$ cat src/rtl/mips_pkg.sv
// Shared types and constants for the multicycle MIPS core.
package mips_pkg;

    localparam int unsigned XLEN        = 32;
    localparam int unsigned INSTR_BYTES = 4;

    localparam logic [XLEN-1:0] RESET_VECTOR_DEFAULT = 32'hBFC0_0000;
    localparam logic [XLEN-1:0] HALT_ADDR_DEFAULT    = 32'h0000_0000;

    typedef enum logic [1:0] {
        START  = 2'd0,
        FETCH  = 2'd1,
        ISSUE  = 2'd2,
        HALTED = 2'd3
    } fetch_state_t;

endpackage : mips_pkg

$ cat src/rtl/pc_fetch.sv
// PC register and instruction-fetch sequencer with one-deep branch delay slot.
module pc_fetch
    import mips_pkg::*;
#(
    parameter logic [XLEN-1:0] RESET_VECTOR = RESET_VECTOR_DEFAULT,
    parameter logic [XLEN-1:0] HALT_ADDR    = HALT_ADDR_DEFAULT
) (
    input  logic            clk,
    input  logic            rst_n,
    input  logic [XLEN-1:0] pcnext,
    input  logic            redirect,
    input  logic            instr_ready,
    input  logic            imem_waitrequest,
    input  logic [XLEN-1:0] imem_readdata,
    output logic [XLEN-1:0] imem_address,
    output logic            imem_read,
    output logic [XLEN-1:0] pc,
    output logic [XLEN-1:0] instr,
    output logic            instr_valid,
    output logic            active,
    output logic            fault
);

    fetch_state_t    state;
    fetch_state_t    state_next;
    logic            pending;
    logic [XLEN-1:0] pend_target;

    logic [XLEN-1:0] pc_seq;
    logic [XLEN-1:0] npc;
    logic            accept;
    logic            instr_load;
    logic            pend_set;
    logic            pend_clr;
    logic            fault_set;

    // The fetch address is always the architectural PC.
    assign imem_address = pc;

    // State register.
    always_ff @(posedge clk or negedge rst_n) begin
        if (!rst_n) begin
            state <= START;
        end else begin
            state <= state_next;
        end
    end

    // Next-state, next-PC and register-update strobes.
    always_comb begin
        state_next = state;
        pc_seq     = pc + XLEN'(INSTR_BYTES);
        npc        = pc_seq;
        accept     = 1'b0;
        instr_load = 1'b0;
        pend_set   = 1'b0;
        pend_clr   = 1'b0;
        fault_set  = 1'b0;
        case (state)
            START: begin
                state_next = FETCH;
            end
            FETCH: begin
                if (!imem_waitrequest) begin
                    instr_load = 1'b1;
                    state_next = ISSUE;
                end
            end
            ISSUE: begin
                if (instr_ready) begin
                    accept = 1'b1;
                    // A redirect inside a delay slot is dropped.
                    if (pending) begin
                        npc      = pend_target;
                        pend_clr = 1'b1;
                    end else if (redirect) begin
                        pend_set = 1'b1;
                    end
                    if (npc == HALT_ADDR) begin
                        state_next = HALTED;
                    end else if (npc[1:0] != 2'b00) begin
                        fault_set  = 1'b1;
                        state_next = HALTED;
                    end else begin
                        state_next = FETCH;
                    end
                end
            end
            HALTED: begin
                state_next = HALTED;
            end
            default: begin
                state_next = START;
            end
        endcase
    end

    // Status outputs registered from the next state so they track the state exactly.
    always_ff @(posedge clk or negedge rst_n) begin
        if (!rst_n) begin
            imem_read   <= 1'b0;
            instr_valid <= 1'b0;
            active      <= 1'b1;
        end else begin
            imem_read   <= (state_next == FETCH);
            instr_valid <= (state_next == ISSUE);
            active      <= (state_next != HALTED);
        end
    end

    // PC, instruction, delayed-branch target and sticky fault registers.
    always_ff @(posedge clk or negedge rst_n) begin
        if (!rst_n) begin
            pc          <= RESET_VECTOR;
            instr       <= '0;
            pending     <= 1'b0;
            pend_target <= '0;
            fault       <= 1'b0;
        end else begin
            if (accept) begin
                pc <= npc;
            end
            if (instr_load) begin
                instr <= imem_readdata;
            end
            if (pend_set) begin
                pending     <= 1'b1;
                pend_target <= pcnext;
            end else if (pend_clr) begin
                pending <= 1'b0;
            end
            if (fault_set) begin
                fault <= 1'b1;
            end
        end
    end

endmodule : pc_fetch

$ cat config.mk
export PLATFORM = sky130hd
export DESIGN_NAME = pc_fetch
export DESIGN_NICKNAME = d
export VERILOG_FILES = /design/src/rtl/mips_pkg.sv /design/src/rtl/pc_fetch.sv
export SDC_FILE = /design/constraint.sdc
export NUM_CORES = 1
export LEC_CHECK = 0
export BUFFER_PORTS_ARGS = -buffer_cell sky130_fd_sc_hd__buf_4
export CAP_MARGIN = 20
export CORE_MARGIN = 10
export CORE_UTILIZATION = 42
export CTS_BUF_LIST = sky130_fd_sc_hd__clkbuf_8
export DETAILED_ROUTE_END_ITERATION = 10
export PLACE_DENSITY = 0.69
export SLEW_MARGIN = 20
export SYNTH_ARGS = -nofsm -noshare
export SYNTH_HDL_FRONTEND = slang
export SYNTH_SLANG_ARGS = --single-unit
$ cat constraint.sdc
create_clock -name clk -period 5.4 [get_ports clk]
set_clock_uncertainty 0.2 [all_clocks]
set_input_delay 1.08 -clock clk [delete_from_list [all_inputs] [get_ports clk]]
set_output_delay 1.08 -clock clk [all_outputs]
set_load 0.03 [all_outputs]
==> results of run 1 <==
[synthesized netlist by cell type, drive strengths merged, types with 2 or more instances]
master  instances  area [sq um]
and4            7          66.3
a211o           2          17.5
nor2           34           130
a31oi           6          37.5
inv             6          22.5
a22oi           5          37.5
nand3          12          60.1
nand2          42           158
a211oi          2          15.0
nand4          16           130
nor3           15          80.1
nand2b          7          43.8
dfstp          10           263
and3           13          87.6
mux2           66           743
xnor2           8          70.1
o21ai          44           220
mux2i           7          70.1
dfrtp          93          2330
o21a            4          30.0
buf            46           309
nor4           17           121
o31ai           4          53.8
xor2            6          52.6
a21oi          18          93.8
a21o            3          22.5
clkbuf         15          56.3
o22a            2          17.5
[how the worst min path moves through the flow]
stage | startpoint | endpoint | slack, ns | cells after the start
after global placement | pend_target[18]$_DFFE_PN0P_ | pend_target[18]$_DFFE_PN0P_ | 0.29 | 1
final | instr[10]$_DFFE_PN0P_ | instr[10]$_DFFE_PN0P_ | 0.32 | 1
after global routing | instr[22]$_DFFE_PN0P_ | instr[22]$_DFFE_PN0P_ | 0.34 | 1
after floorplan | pend_target[27]$_DFFE_PN0P_ | pend_target[27]$_DFFE_PN0P_ | 0.27 | 1
after detailed placement | instr[16]$_DFFE_PN0P_ | instr[16]$_DFFE_PN0P_ | 0.30 | 1
after CTS | instr[14]$_DFFE_PN0P_ | instr[14]$_DFFE_PN0P_ | 0.32 | 1
[per-layer routing]
metal / track usage [%] / up-vias / part of all wire, %
met3: 9.61 / 25 / 13
met1: 22.0 / 2254 / 39
met5: 0 / - / 0
met4: 5.26 / 0 / 1.8
met2: 28.4 / 241 / 46
li1: - / 2167 / -
[power by group through the flow]
stage / clock network (mW) / registers (mW) / logic, mW
after floorplan: 0 / 1.85 / 1.15
after global routing: 0.550 / 1.63 / 2.36
after CTS: 0.524 / 1.55 / 2.20
after global placement: 0 / 1.54 / 2.16
after detailed placement: 0 / 1.57 / 2.20
final: 0.504 / 1.56 / 2.18
[cells by family after synthesis]
group	after synthesis
multiplexers	73
AND/OR/NAND/NOR	171
adder cells (fa/ha/maj)	1
buffers and inverters	67
flip-flops	103
AO/OA/AOI/OAI	105
XOR/XNOR	14
[through the flow]
| stage | util, % | hold WS (ns) | worst slack, ns | instance area [sq um] | power [mW] |
|---|---|---|---|---|---|
| global route | 54.1 | 0.342 | 1.76 | 6910 | 4.53 |
| CTS | 54.1 | 0.321 | 2.11 | 6910 | 4.28 |
| detailed placement | 52.5 | 0.296 | 1.82 | 6700 | 3.77 |
| global placement | 52.5 | 0.290 | 1.93 | 6700 | 3.71 |
| floorplan | - | 0.272 | 2.47 | 5540 | 3.00 |
| finish | 54.1 | 0.317 | 2.04 | 6910 | 4.24 |
[area by class of cell]
type	count	area, sq um
Clock buffer	9	124
Fill cell	1125	5870
Clock inverter	7	78.8
Tap cell	172	215
Inverter	6	22.5
Sequential cell	103	2590
Timing Repair Buffer	174	1310
Multi-Input combinational cell	364	2570
[flip-flops by register name (all words and copies together) (netlist names), 2 cells and up]
name          flops
pend_target      32
instr            32
imem_address     32
state             2
==> key figures, run 1 <==
Routing
  • Antenna Violating Nets Remaining: 0
  • Drt pass-1 iters: 6
  • DR vias/cell: 5.61
  • Drt wl/cell: 19.8 microns
  • Iteration-0 DRC Markers: 384
  • DRC Markers: 0
  • Via count: 4687
  • Final wirelength: 16600 microns

STA
  • Min Tclk post-route: about 3.4 ns
  • Slew Limit Fails: 0
  • RSZ-0062 raised after global routing: false
  • Slew @ Worst Pin: ~0.78 ns
  • Fin Setup TNS: 0 ns
  • Rel. slew slack: 48.0%
  • Endpoints failing setup: 0
  • Endpoints failing hold: 0
  • Tcrit/Tclk final: 62.2%
  • Fmax: 0.298 GHz

Logic synthesis
  • Synth async-reset ratio: 100%
  • Synth cell types: between 60 and 70
  • Multiplexer share of the synthesized area: 14.7%
  • Complex-gate fraction of the synthesized area: 12.2%
  • Post-synthesis xor/xnor area fraction: under 10%
  • Mapped Cells: about 530
  • Mean Syn Cell Area: around 10 sq um
  • Post-synthesis cell area: approximately 5500 sq um
  • Syn Nets: 604
  • Main combinational cell family by area after synthesis: simple AND/OR/NAND/NOR gates
  • Adder-cell share of the synthesized area: 0.226%
  • Post-Synth Simple-Gate Area: 16.9%
  • Ys Warns: 0
  • Synth Register Bits: ~100
  • Main synth FF type: dfrtp_1
  • Register area share after synthesis: 46.7%
  • Post-synth EDFFs: 0

Worst setup path
  • Worst path depth: 9
  • CP required: 5.46 ns
  • Crit path arrival time: 3.42 ns
  • Critical path destination: imem_read$_DFF_PN0_
  • Reg-to-reg slack, setup: a little over 2 ns
  • Worst-path fanout max: 9
  • Critical path startpoint category: flip-flop
  • Type of the worst setup path: flip-flop to flip-flop
  • Worst path max stage delay: 0.52 ns
  • Slowest-stage cell, CP: nor4_1
  • CP most frequent cell: nor4_1
  • Reg2reg start: imem_address[2]$_DFFE_PN0P_
  • CP top delay family: simple AND/OR/NAND/NOR gates
  • R2r worst-path depth: 9
  • CP Launch Point: imem_address[2]$_DFFE_PN0P_
  • Chain of cells forming the critical path: ha_1 -> nand3_1 -> nor3_1 -> nor2_1 -> nor4_1 -> o2111a_1 -> nand4_1 -> nor4_1 -> a211oi_1
  • CP bufs+invs: 0
  • Setup crit end kind: flip-flop
  • FF-to-FF End: imem_read$_DFF_PN0_

CTS
  • Clk_lat worst skew: 0.39 ns
  • Post-CTS sizing: 0
  • CTS tree: built
  • Clock buffer count from CTS: 9
  • Setup Fix Bufs, Post-CTS: 0
  • H-tree levels: 3
  • Sink Count: 103
  • Clock-pin transition on the worst setup and hold timing paths: roughly 0.11 ns
  • CTS max path bufs: 2
  • CTS Hold Bufs: 0
  • Root buffer cell: clkbuf_8

Global routing
  • Vias in the first global route: between 4000 and 5000
  • GRT Util Overall: 18.5%
  • Largest net degree at the start of global routing: 54
  • Gr ovfl total: 0
  • First-pass GRT wire length: 26900 microns
  • Antenna violations before repair: 0

Floorplanning
  • Die ar.: 18200 sq um
  • Die Y: approximately 130 microns
  • Top-level port count: 169
  • Row cnt: 41
  • Initial core utilization: between 40% and 50%
  • Chip Width: 135 microns
  • Core footprint: 12800 sq um

Finish
  • Non-Filler Instances: between 800 and 900
  • Nets: 728
  • Share of layout cells above drive strength 1: between 40% and 50%
  • Commonest non-fill, non-tap cell in the layout: buf_4
  • Most frequent cells in the layout: 174 x buf_4, 93 x dfrtp_1, 66 x mux2_2
  • # diodes: 0
  • Layout area overhead: 24.6%

Place
  • Detailed Place HPWL: around 13000 microns
  • RePlAce Congestion: 0.938
  • # port buffers: 168
  • Post-Place Cells: roughly 820

Power and ir drop
  • Pleak: 3.08 nW
  • Pwr dens: 614 nW/um^2
  • Max VDD drop: 0.000370 V
  • Int Pwr: 2.25 mW
  • Clock power share: between 10% and 20%
  • Sw frac: 46.9%
  • Psw: 1.99 mW
  • Flop pwr share: 36.8%
  • Combinational share of power: 51.3%

Min path
  • Hold crit path type: flip-flop to flip-flop

Run status
  • Outcome: finished clean

Run
  • Max-Cap Viols: 0
Note: power is estimated with default switching activity, not from simulation.
==> run 2, diff against run 1 <==
ABC_AREA = 1   (was default)
PLACE_DENSITY = 0.72   (was 0.69)
clock period = 2.9 ns   (was 5.4 ns; I/O delays follow)
==> run 2 against run 1 <==
Via count up 9.3%. Critical path depth up 5. Synthesized cell count up 44%. Die area down 0.48%. Critical path type unchanged. Largest power group unchanged.
==> key figures, run 2 <==
CTS
  • H-tree levels: 3 (unchanged)
  • CTS Hold Bufs: 1 (+1)
  • Clk_lat worst skew: 0.38 ns (about the same)
  • CTS max path bufs: 2 (unchanged)
  • Root buffer cell: clkbuf_8
  • Setup Fix Bufs, Post-CTS: 0 (unchanged)
  • Clock-pin transition on the worst setup and hold timing paths: 0.10 ns (about the same)
  • CTS tree: built
  • Clock buffer count from CTS: 9 (unchanged)
  • Sink Count: 103 (unchanged)
  • Post-CTS sizing: 0 (unchanged)

Worst setup path
  • R2r worst-path depth: 14 (+5)
  • Crit path arrival time: 2.46 ns (-0.96 ns)
  • CP Launch Point: imem_address[3]$_DFFE_PN0P_
  • Reg2reg start: imem_address[3]$_DFFE_PN0P_
  • FF-to-FF End: imem_read$_DFF_PN0_
  • CP required: 2.96 ns (-2.50 ns)
  • Setup crit end kind: flip-flop
  • Worst-path fanout max: 7 (-2)
  • Critical path destination: imem_read$_DFF_PN0_
  • Reg-to-reg slack, setup: 0.50 ns (-1.54 ns)
  • Type of the worst setup path: flip-flop to flip-flop
  • Critical path startpoint category: flip-flop

Logic synthesis
  • Post-synthesis xor/xnor area fraction: 0.318% (-1.9 points)
  • Share of the synthesized area in the top cell type: 42.2% (+0.24 points)
  • Multiplexer share of the synthesized area: 0% (-15 points)
  • Synth cell types: 26 (-60%)
  • Mapped Cells: 769 (+44%)
  • Post-synth top cells: 349 x nand2_1, 93 x dfrtp_1, 72 x inv_1
  • Main combinational cell family by area after synthesis: simple AND/OR/NAND/NOR gates
  • Synth area leaders: dfrtp_1 42%, nand2_1 24%, o21ai_0 5.1%
  • Post-synth EDFFs: 0 (unchanged)
  • Synth async-reset ratio: 100% (unchanged)
  • Largest area contributor in the netlist: dfrtp_1
  • Ys Warns: 0 (unchanged)
  • Post-Synth Simple-Gate Area: 35.7% (+19 points)
  • Syn Nets: 839 (+39%)
  • Post-synthesis cell area: 5510 sq um (-0.56%)
  • Cell with the most instances after synthesis: nand2_1
  • Main synth FF type: dfrtp_1
  • Adder-cell share of the synthesized area: 0.227% (+0.0013 points)
  • Complex-gate fraction of the synthesized area: 5.59% (-6.6 points)
  • Synth Register Bits: 103 (unchanged)
  • Mean Syn Cell Area: 7.17 sq um (-31%)
  • Register area share after synthesis: 47.0% (+0.27 points)

Finish
  • # diodes: 0 (unchanged)
  • Final core occ: 54.8% (+0.72 points)
  • Nets: 973 (+34%)
  • Layout area overhead: 26.5%
  • Share of layout cells above drive strength 1: 24.9% (-18 points)
  • Most frequent cells in the layout: 349 x nand2_1, 177 x buf_4, 93 x dfrtp_1
  • Commonest non-fill, non-tap cell in the layout: nand2_1

Place
  • RePlAce Congestion: 0.908 (-3.2%)
  • # port buffers: 168 (unchanged)
  • Detailed Place HPWL: 12300 microns (-4.2%)

Floorplanning
  • Core footprint: 12700 sq um (-0.40%)
  • Initial core utilization: 43.3% (-0.071 points)
  • Die ar.: 18100 sq um (-0.48%)
  • Die Y: 135 microns (-0.24%)
  • Top-level port count: 169 (unchanged)
  • Row cnt: 41 (unchanged)
  • Chip Width: 135 microns (-0.24%)

Power and ir drop
  • Psw: 3.98 mW (+100%)
  • Clock power share: 12.1% (+0.2 points)
  • Pwr dens: 1150 nW/um^2 (+87%)
  • Pleak: 3.69 nW (+20%)
  • Int Pwr: 4.04 mW (+80%)
  • Flop pwr share: 34.1% (-2.7 points)
  • Max VDD drop: 0.000585 V (+58%)
  • Sw frac: 49.6% (+2.7 points)
  • Design Power: 8.02 mW (+89%)
  • Combinational share of power: 53.7% (+2.4 points)

Routing
  • DRC Markers: 0 (unchanged)
  • DR vias/cell: 4.74 (-15%)
  • Antenna Violating Nets Remaining: 0 (unchanged)
  • Final wirelength: 15800 microns (-4.7%)
  • Iteration-0 DRC Markers: 367 (-4.4%)
  • Drt pass-1 iters: 5 (-1)
  • Via count: 5123 (+9.3%)
  • Drt wl/cell: 14.6 microns (-26%)

Global routing
  • Vias in the first global route: 5046 (+3.0%)
  • GRT Util Overall: 17.5% (-1.0 points)
  • Antenna violations before repair: 0 (unchanged)
  • Gr ovfl total: 0 (unchanged)
  • Largest net degree at the start of global routing: 46 (-15%)
  • First-pass GRT wire length: 25800 microns (-4.2%)

STA
  • Endpoints failing hold: 0 (unchanged)
  • Slew Limit Fails: 0 (unchanged)
  • Min Tclk post-route: 2.40 ns (-0.956 ns)
  • Fmax: 0.416 GHz (+40%)
  • Slew @ Worst Pin: 0.669 ns (-0.111 ns)
  • Fin Setup TNS: 0 ns (unchanged)
  • Rel. slew slack: 55.4% (+7.4 points)
  • RSZ-0062 raised after global routing: false
  • Endpoints failing setup: 0 (unchanged)
  • Tcrit/Tclk final: 82.9% (+21 points)

Run
  • Max-Cap Viols: 0 (unchanged)

Min path
  • Hold crit path type: input pin to flip-flop
  • Hold path depth: 3 (+2)

Run status
  • Outcome: finished clean
[run 2: cell types whose count changed after synthesis, moves of 7 or more]
cell and change:
nand2_1 +307, inv_1 +66, mux2_2 -66, nand3_1 +34, nor4_1 -16, a21oi_1 -15
o21ai_0 +13, nor3_1 -12, nand4_1 -11, nor2_1 +11, and3_1 -8, nor2_4 +8
mux2i_1 -7, nand2b_1 -7
[run 2: logic make-up (layout without fill, tap and decap cells)]
group / Yosys count / in the layout
compound gates: 61 / 61
simple gates: 471 / 471
fa+ha+maj: 1 / 1
flops: 103 / 103
buf+inv: 131 / 270
xor+xnor: 2 / 2
[run 2: how the worst min path moves through the flow]
stage | start | to | slack (ns)
floorplan | rst_n | fault$_DFFE_PN0P_ | 0.08
global placement | fault$_DFFE_PN0P_ | fault$_DFFE_PN0P_ | 0.24
global route | imem_readdata[31] | instr[31]$_DFFE_PN0P_ | 0.17
detailed placement | fault$_DFFE_PN0P_ | fault$_DFFE_PN0P_ | 0.25
finish | imem_readdata[6] | instr[6]$_DFFE_PN0P_ | 0.19
CTS | imem_readdata[14] | instr[14]$_DFFE_PN0P_ | 0.17
[run 2: per-layer routing]
layer / up-vias / part of all wire, % / GRT usage, %
met5: - / 0 / 0
met4: 0 / 1.5 / 5.02
met3: 22 / 12 / 8.46
met2: 206 / 44 / 25.9
met1: 2294 / 43 / 22.0
li1: 2601 / - / -
[run 2: layout make-up]
class | count | area, sq um
Tap cell | 172 | 215
Inverter | 75 | 282
Sequential cell | 103 | 2590
Fill cell | 1253 | 5750
Clock buffer | 11 | 151
Clock inverter | 5 | 63.8
Multi-Input combinational cell | 535 | 2310
Timing Repair Buffer | 179 | 1360
[run 2: stage by stage]
step                      instances  hold WS (ns)  setup WS, ns  area [sq um]
after global placement         1063         0.242         0.612          6740
after detailed placement       1063         0.250         0.522          6740
final                          1080         0.188         0.496          6970
after floorplan                 769        0.0844         0.605          5510
after CTS                      1080         0.167         0.512          6970
after global routing           1080         0.174         0.229          6970
[run 2: worst max-delay path, cell delays in order, from the launching register on]
cell and delay (ns):
dfrtp_1 0.48, ha_1 0.26, nand2_2 0.09, nor2_4 0.21, nand2_2 0.12, nand2_1 0.07, nand2_1 0.05, o21ai_1 0.17
nand3_1 0.12, nor2_1 0.10, nand2_1 0.06, nor2_1 0.08, nand3_1 0.12, nand2_2 0.10, a21oi_1 0.06
[run 2: power groups by stage]
stage	Sequential, mW	Clock, mW	Combinational [mW]
final	2.74	0.971	4.31
after global routing	2.84	1.08	4.74
after CTS	2.73	1.00	4.36
after detailed placement	2.74	0	4.36
after global placement	2.73	0	4.31
after floorplan	3.47	0	2.19
